File: config.mk
export PLATFORM = sky130hd
export DESIGN_NAME = ram_write_sequencer
export DESIGN_NICKNAME = d
export VERILOG_FILES = /design/src/rtl/ram_write_sequencer.sv
export SDC_FILE = /design/constraint.sdc
export NUM_CORES = 1
export LEC_CHECK = 0
export ABC_AREA = 0
export CAP_MARGIN = 10
export CORE_MARGIN = 8
export CORE_UTILIZATION = 30
export CTS_BUF_LIST = sky130_fd_sc_hd__clkbuf_8 sky130_fd_sc_hd__clkbuf_16
export DETAILED_ROUTE_END_ITERATION = 8
export GPL_TIMING_DRIVEN = 0
export PLACE_DENSITY_LB_ADDON = 0.05
export SYNTH_ARGS = -nofsm -noshare
export SYNTH_HDL_FRONTEND = slang
export SYNTH_SLANG_ARGS = --single-unit
File: constraint.sdc
create_clock -name CLOCK_50 -period 3.05 [get_ports CLOCK_50]
set_input_delay 0.4575 -clock CLOCK_50 [delete_from_list [all_inputs] [get_ports CLOCK_50]]
set_output_delay 0.4575 -clock CLOCK_50 [all_outputs]
set_load 0.05 [all_outputs]
File: src/rtl/ram_write_sequencer.sv
// Write-port engine for the 32x3 dual-port RAM: runs stream bursts (valid/ready)
// or constant-fill bursts of Count words starting at a programmed base address.
module ram_write_sequencer #(
   parameter int ADDR_WIDTH = 5,
   parameter int DATA_WIDTH = 3,
   parameter int DEPTH      = 32
) (
   input  logic                  CLOCK_50,
   input  logic                  Reset_n,
   input  logic                  Start,
   input  logic                  Abort,
   input  logic                  Mode,
   input  logic [ADDR_WIDTH-1:0] BaseAddress,
   input  logic [ADDR_WIDTH:0]   Count,
   input  logic [DATA_WIDTH-1:0] FillValue,
   input  logic                  InValid,
   input  logic [DATA_WIDTH-1:0] InData,
   output logic                  InReady,
   output logic                  WrEn,
   output logic [ADDR_WIDTH-1:0] WrAddress,
   output logic [DATA_WIDTH-1:0] WrData,
   output logic                  Busy,
   output logic                  Done,
   output logic [ADDR_WIDTH:0]   WordsWritten
);

   typedef enum logic [1:0] {
      IDLE   = 2'd0,
      STREAM = 2'd1,
      FILL   = 2'd2,
      DONE   = 2'd3
   } state_t;

   localparam logic [ADDR_WIDTH:0] DepthW = (ADDR_WIDTH+1)'(DEPTH);

   state_t                  stateQ, stateD;
   logic [ADDR_WIDTH-1:0]   baseQ, baseD;
   logic [ADDR_WIDTH:0]     countQ, countD;
   logic [DATA_WIDTH-1:0]   fillQ, fillD;
   logic [ADDR_WIDTH:0]     wordsQ, wordsD;
   logic                    wrEnQ, wrEnD;
   logic [ADDR_WIDTH-1:0]   wrAddrQ, wrAddrD;
   logic [DATA_WIDTH-1:0]   wrDataQ, wrDataD;
   logic [ADDR_WIDTH:0]     wordsInc;
   logic [ADDR_WIDTH-1:0]   nextAddr;

   assign wordsInc = wordsQ + 1'b1;
   assign nextAddr = baseQ + wordsQ[ADDR_WIDTH-1:0];

   always_ff @(posedge CLOCK_50 or negedge Reset_n) begin
      if (!Reset_n) begin
         stateQ  <= IDLE;
         baseQ   <= '0;
         countQ  <= '0;
         fillQ   <= '0;
         wordsQ  <= '0;
         wrEnQ   <= 1'b0;
         wrAddrQ <= '0;
         wrDataQ <= '0;
      end else begin
         stateQ  <= stateD;
         baseQ   <= baseD;
         countQ  <= countD;
         fillQ   <= fillD;
         wordsQ  <= wordsD;
         wrEnQ   <= wrEnD;
         wrAddrQ <= wrAddrD;
         wrDataQ <= wrDataD;
      end
   end

   // Address/data registers hold their last value when no write is issued;
   // only WrEn qualifies them for the RAM.
   always_comb begin
      stateD  = stateQ;
      baseD   = baseQ;
      countD  = countQ;
      fillD   = fillQ;
      wordsD  = wordsQ;
      wrEnD   = 1'b0;
      wrAddrD = wrAddrQ;
      wrDataD = wrDataQ;
      unique case (stateQ)
         IDLE: begin
            if (Start && !Abort) begin
               baseD  = BaseAddress;
               fillD  = FillValue;
               countD = (Count == '0 || Count > DepthW) ? DepthW : Count;
               wordsD = '0;
               stateD = Mode ? FILL : STREAM;
            end
         end
         STREAM: begin
            if (Abort) begin
               stateD = IDLE;
            end else if (InValid) begin
               wrEnD   = 1'b1;
               wrAddrD = nextAddr;
               wrDataD = InData;
               wordsD  = wordsInc;
               if (wordsInc == countQ) stateD = DONE;
            end
         end
         FILL: begin
            if (Abort) begin
               stateD = IDLE;
            end else begin
               wrEnD   = 1'b1;
               wrAddrD = nextAddr;
               wrDataD = fillQ;
               wordsD  = wordsInc;
               if (wordsInc == countQ) stateD = DONE;
            end
         end
         DONE: begin
            stateD = IDLE;
         end
         default: begin
            stateD = IDLE;
         end
      endcase
   end

   assign InReady      = (stateQ == STREAM);
   assign Busy         = (stateQ != IDLE);
   assign Done         = (stateQ == DONE);
   assign WrEn         = wrEnQ;
   assign WrAddress    = wrAddrQ;
   assign WrData       = wrDataQ;
   assign WordsWritten = wordsQ;

endmodule

==> results of run 1 <==
## worst max-delay path, cell delays in order, from the launching register on
cell and delay [ns]:
dfrtp_1 0.43, inv_1 0.09, ha_1 0.25, inv_1 0.10
clkdlybuf4s50_1 0.81
## layout make-up
cell class,count,area [um^2]
tap,72,90.1
timing repair buffer,40,395
multi-input combinational,119,836
clock inverter,3,20.0
fill,550,3190
buffer,6,23.8
sequential,31,776
inverter,11,41.3
clock buffer,5,68.8
## where the power goes
| part | switching, W | internal (W) |
|---|---|---|
| registers | 0.000131 | 0.000590 |
| clock network | 0.000157 | 0.000158 |
| logic | 0.000817 | 0.000512 |
| total | 0.00111 | 0.00126 |
## flip-flops by register name (all words and copies together) (netlist names)
| signal | flops |
|---|---|
| WordsWritten | 6 |
| countQ | 6 |
| WrAddress | 5 |
| baseQ | 5 |
| WrData | 3 |
| fillQ | 3 |
| stateQ | 2 |
| WrEn | 1 |
## cell families (layout without fill, tap and decap cells)
logic type / Yosys count / in the layout
adder cells (fa/ha/maj): 11 / 11
AO/OA/AOI/OAI: 38 / 38
buffers and inverters: 17 / 65
multiplexers: 13 / 13
AND/OR/NAND/NOR: 46 / 46
XOR/XNOR: 11 / 11
flip-flops: 31 / 31
## synth_stat cells
library cell	number
o22ai_1	1
xnor2_1	6
nor3b_1	1
mux2i_1	3
and2_1	1
or2_1	1
a22oi_1	1
o21ai_0	10
o21ai_1	9
and4_1	1
xor2_1	5
a31oi_1	1
nor3_1	2
nand2_1	20
a211o_1	1
o31ai_1	1
fa_1	1
a21oi_1	5
o221ai_1	1
and3_1	1
o2111ai_1	1
ha_1	10
clkbuf_1	5
a21o_1	3
a221oi_1	2
buf_2	1
a22o_2	1
mux2_1	8
inv_1	11
nand3_1	4
dfrtp_1	31
nand2b_1	6
or3_1	1
a22o_1	1
nor2_1	6
mux2_2	2
nor2b_1	2
## cell usage in the layout (no fill, tap or decap), drive strengths merged
master / Yosys / final
a211o: 1 / 1
buf: 1 / 2
a21oi: 5 / 5
o221ai: 1 / 1
and3: 1 / 1
clkbuf: 5 / 10
nand3: 4 / 4
nor2b: 2 / 2
nand2b: 6 / 6
o21ai: 19 / 19
mux2: 10 / 10
clkinvlp: 0 / 2
nor3b: 1 / 1
o22ai: 1 / 1
fa: 1 / 1
nand2: 20 / 20
dfrtp: 31 / 31
o2111ai: 1 / 1
nor3: 2 / 2
nor2: 6 / 6
clkinv: 0 / 1
and4: 1 / 1
o31ai: 1 / 1
a22oi: 1 / 1
or2: 1 / 1
a31oi: 1 / 1
clkdlybuf4s50: 0 / 39
a22o: 2 / 2
a221oi: 2 / 2
mux2i: 3 / 3
inv: 11 / 11
and2: 1 / 1
a21o: 3 / 3
or3: 1 / 1
ha: 10 / 10
xnor2: 6 / 6
xor2: 5 / 5
## worst paths after layout
| path | cells after the start | start | to | slack (ns) |
|---|---|---|---|---|
| worst max-delay path | 4 | stateQ[0]$_DFFE_PN0P_ | Busy | 0.64 |
| worst min-delay path | 1 | Reset_n | fillQ[0]$_DFFE_PN0P_ | 0.21 |
| worst max register to register | 8 | stateQ[1]$_DFFE_PN0P_ | stateQ[1]$_DFFE_PN0P_ | 0.97 |
| worst min register to register | 2 | WrData[2]$_DFFE_PN0P_ | WrData[2]$_DFFE_PN0P_ | 0.49 |
| max in group asynchronous | 1 | Reset_n | baseQ[4]$_DFFE_PN0P_ | 2.40 |
| min in group CLOCK_50 | 2 | WrData[2]$_DFFE_PN0P_ | WrData[2]$_DFFE_PN0P_ | 0.49 |
## per-layer routing
| metal | part of all wire (%) | wire [um] | vias up | track usage (%) |
|---|---|---|---|---|
| li1 | - | - | 670 | - |
| met1 | 47 | 1830 | 623 | 11.9 |
| met2 | 47 | 1820 | 30 | 15.7 |
| met3 | 4.5 | 173 | 6 | 3.33 |
| met4 | 1.5 | 60 | 0 | 3.74 |
| met5 | 0 | 0 | - | 0 |
## per-stage QoR
stage                     utilization (%)  worst slack (ns)  total power, W  instance area, um^2
after global routing                 41.4             0.547         0.00255                 2250
after global placement               39.8             0.746         0.00204                 2170
after CTS                            41.4             0.609         0.00241                 2250
after floorplan                         -             0.935         0.00167                 1680
after detailed placement             39.8             0.729         0.00208                 2160
final                                41.4             0.635         0.00237                 2250
==> impl_metrics.toml, run 1 <==
[placement]
io_buffers = 40
dp_hpwl_um = 3080
dp_cells = 279
gp_congestion = 0.767

[clock_network]
clk_pin_slew_ns = 0.07
clockBufferDepth = 2
post_cts_resized = 0
postCtsHoldBufs = 0
clock_latency_ns = 0.28
cts_tree = "yes"
h-tree-depth = 2
cts_num_sinks = 31
post_cts_buffers = 0
cts_buffers = 5
cts_root_buffer = "clkbuf_8"

[route]
via_per_inst = 4.63
drt_iter0_drc = 69
wl_per_cell_um = 13.5
drcViolationCount = 0
vias = 1329
antenna_left = 0
first_pass_iters = 4
wl_um = 3890

[final_layout]
syn2layout_area_growth_pct = 34.3
n_antenna_cell = 0
nets = 248
drive_above_1_share_pct = 6.05
fin_cells = 287

[global_route]
grt_antenna_before_repair = 0
grt_pass1_vias = 1395
grt_max_degree = 32
grt.overflow.total = 0
grt.total_usage_pct = 9.85
grt_pass1_wl_um = 6490

[sta]
fin_skew_ns = 0.00536
max-slew-margin-rel_pct = 54.7
slew_violations = 0
setup_violations = 0
max_freq_ghz = 0.414
min_period_over_period_pct = 79.2
period_needed_ns = 2.41
worst_pin_slew_ns = 0.679
rsz0062_at_grt = "false"
holdWs_ns = 0.207
final-hold-violation-count = 0
finalSetupTns_ns = 0

[logic_synthesis]
synth_fa_ha_area_share_pct = 8.66
synth_seq_cells = 31
synth_warnings = 0
synth_top_family_by_area = "compound AO/OA/AOI/OAI gates"
synth_cell_type_count = 37
syn-num-nets = 201
ys_seq_area_share_pct = 46.3
netlist_instances = 167
yosysTopAreaCell = "dfrtp_1"
syn_area_um2 = 1680
synth_area_leaders = "dfrtp_1 46%, ha_1 7.5%, mux2_1 5.4%"
netlist.area_leader.share_pct = 46.3
synthXorXnorAreaFrac_pct = 5.75
avgSynthCellArea_um2 = 10.0
synthMuxAreaShare_pct = 8.51
yosys.area_share.simple_pct = 13.1
synth-compound-area-share_pct = 13.9

[floorplanning]
placementRows = 27
pin_count = 41
dieWidth_um = 90.8
core_um2 = 5440
die_area_um2 = 8240
start_util_pct = 30.8
die_height_um = 90.8

[hold_path]
holdCritPathClass = "input port to async pin"

[worst_setup_path]
worstPathMaxFanout = 5
startpoint_type = "flop"
path_class = "flop to output pin"
required_ns = 2.59
end_kind = "output pin"
cp.arrival_ns = 1.96

[pwr]
peakVddDrop_mv = 0.370
p_leak_nw = 0.993
p_per_area_nw_per_um2 = 1050

[flow_run]
maxCapViolCount = 0

[status]
status = "complete, no violations"
No activity file was read; power rests on OpenSTA's default activity.
==> run 2, diff against run 1 <==
==> constraint.sdc (replaced) <==
create_clock -name CLOCK_50 -period 2.3 [get_ports CLOCK_50]
set_input_delay 0.345 -clock CLOCK_50 [delete_from_list [all_inputs] [get_ports CLOCK_50]]
set_output_delay 0.345 -clock CLOCK_50 [all_outputs]
set_load 0.05 [all_outputs]
==> impl_metrics.toml, run 2 (synthesis results as in run 1) <==
[status]
status = "complete, no violations"

[route]
vias = 1329
antenna_left = 0
first_pass_iters = 4
wl_per_cell_um = 13.5
drcViolationCount = 0
via_per_inst = 4.63
drt_iter0_drc = 69
wl_um = 3890

[floorplanning]
die_area_um2 = 8240
die_height_um = 90.8
core_um2 = 5440
dieWidth_um = 90.8
placementRows = 27
pin_count = 41
start_util_pct = 30.8

[pwr]
fin_total_pwr_w = 0.00313
combPwrFrac_pct = 56.1
intPower_w = 0.00166
p_leak_nw = 0.993
seqPwrFrac_pct = 30.6
p_per_area_nw_per_um2 = 1390
switching_share_pct = 46.8
p_clk_share_pct = 13.4
p_switching_w = 0.00147
peakVddDrop_mv = 0.491

[sta]
period_needed_ns = 2.19
final-hold-violation-count = 0
min_period_over_period_pct = 95.4
fin_skew_ns = 0.00536
setup_ws_ns = 0.106
max_freq_ghz = 0.456
setup_violations = 0
rsz0062_at_grt = "false"
slew_violations = 0
worst_pin_slew_ns = 0.679
finalSetupTns_ns = 0
max-slew-margin-rel_pct = 54.7

[clock_network]
cts_tree = "yes"
postCtsHoldBufs = 0
clk_pin_slew_ns = 0.07
clock_latency_ns = 0.28
cts_buffers = 5
cts_root_buffer = "clkbuf_8"
h-tree-depth = 2
clockBufferDepth = 2
cts_num_sinks = 31

[worst_setup_path]
startpoint_type = "flop"
end_kind = "output pin"
worstPathMaxFanout = 5
cp.arrival_ns = 1.85
slowest_delay_ns = 0.83
path_cells = "inv_1, ha_1, clkdlybuf4s50_1"
path_class = "flop to output pin"
required_ns = 1.96
cp_slowest_cell = "clkdlybuf4s50_1"

[final_layout]
nets = 248
mostFrequentLayoutCell = "clkdlybuf4s50_1"
n_fill_cell = 551
drive_above_1_share_pct = 6.05
final_area_um2 = 2250
final_util_pct = 41.4
final_cell_mix = "38 x clkdlybuf4s50_1, 31 x dfrtp_1, 20 x nand2_1, 11 x inv_1"
syn2layout_area_growth_pct = 34.2
n_antenna_cell = 0

[placement]
gp_congestion = 0.767
place_ws_ns = 0.0918
place_area_um2 = 2160
io_buffers = 40
dp_hpwl_um = 3080

[flow_run]
maxCapViolCount = 0

[global_route]
grt_antenna_before_repair = 0
grt.overflow.total = 0
grt.total_usage_pct = 9.85
grt_pass1_vias = 1395
grt_max_degree = 32
grt_pass1_wl_um = 6490

[hold_path]
holdCritPathClass = "input port to async pin"
-- run 2: cell types whose count changed in the layout (fill, tap and decap cells not counted) --
| cell | previous run | this run |
|---|---|---|
| clkdlybuf4s50_1 | 39 | 38 |
| dlygate4sd2_1 | 0 | 1 |
-- run 2: area by class of cell --
type / instances / area (um^2) / area share (%)
multi-input cells: 119 / 836 / 37.2
flip-flops and latches: 31 / 776 / 34.5
repair buffers: 40 / 394 / 17.5
well taps: 72 / 90.1 / 4.00
clock buffers: 5 / 68.8 / 3.06
inverters: 11 / 41.3 / 1.84
plain buffers: 6 / 23.8 / 1.06
clock inverters: 3 / 20.0 / 0.890
-- run 2: power by group through the flow --
| stage | clock network (W) | registers, W | logic (W) |
|---|---|---|---|
| 6_report | 0.000419 | 0.000956 | 0.00175 |
| 5_1_grt | 0.000471 | 0.000993 | 0.00191 |
| 4_1_cts | 0.000442 | 0.000964 | 0.00178 |
| 3_5_place_dp | 0 | 0.000974 | 0.00179 |
| 3_3_place_gp | 0 | 0.000961 | 0.00175 |
| 2_1_floorplan | 0 | 0.00126 | 0.000957 |
-- run 2: repair_timing --
action | in CTS | in global routing
resized for setup | 1 | 0
buffers inserted | 0 | 0
setup endpoints to repair | 1 | 0
-- run 2: path summary, 6_finish.rpt --
kind	from	to	slack, ns	depth (start not counted)
hold / removal	Reset_n	fillQ[0]$_DFFE_PN0P_	0.09	1
hold reg to reg	WrData[2]$_DFFE_PN0P_	WrData[2]$_DFFE_PN0P_	0.49	2
max in group asynchronous	Reset_n	baseQ[4]$_DFFE_PN0P_	1.76	1
min in group CLOCK_50	WrData[2]$_DFFE_PN0P_	WrData[2]$_DFFE_PN0P_	0.49	2
setup reg to reg	stateQ[1]$_DFFE_PN0P_	stateQ[1]$_DFFE_PN0P_	0.22	8
setup / recovery	stateQ[1]$_DFFE_PN0P_	InReady	0.11	3
-- run 2: metal layers --
| metal | wire length (um) | track usage, % | vias to the layer above | part of all wire, % |
|---|---|---|---|---|
| li1 | - | - | 670 | - |
| met4 | 60 | 3.74 | 0 | 1.5 |
| met5 | 0 | 0 | - | 0 |
| met3 | 173 | 3.33 | 6 | 4.5 |
| met2 | 1820 | 15.7 | 30 | 47 |
| met1 | 1830 | 11.9 | 623 | 47 |
-- run 2: metrics by stage --
stage	hold WS [ns]	std cells
after detailed placement	0.438	279
final	0.0943	287
after CTS	0.125	287
after global placement	0.466	279
after global routing	0.152	287
after floorplan	0.0494	167
-- run 2: worst max-delay path, delay by kind of cell (launching register included) --
| kind | cells | cell delay (ns) |
|---|---|---|
| buffers and inverters | 2 | 0.93 |
| adder cells (fa/ha/maj) | 1 | 0.21 |
| flip-flops | 1 | 0.43 |
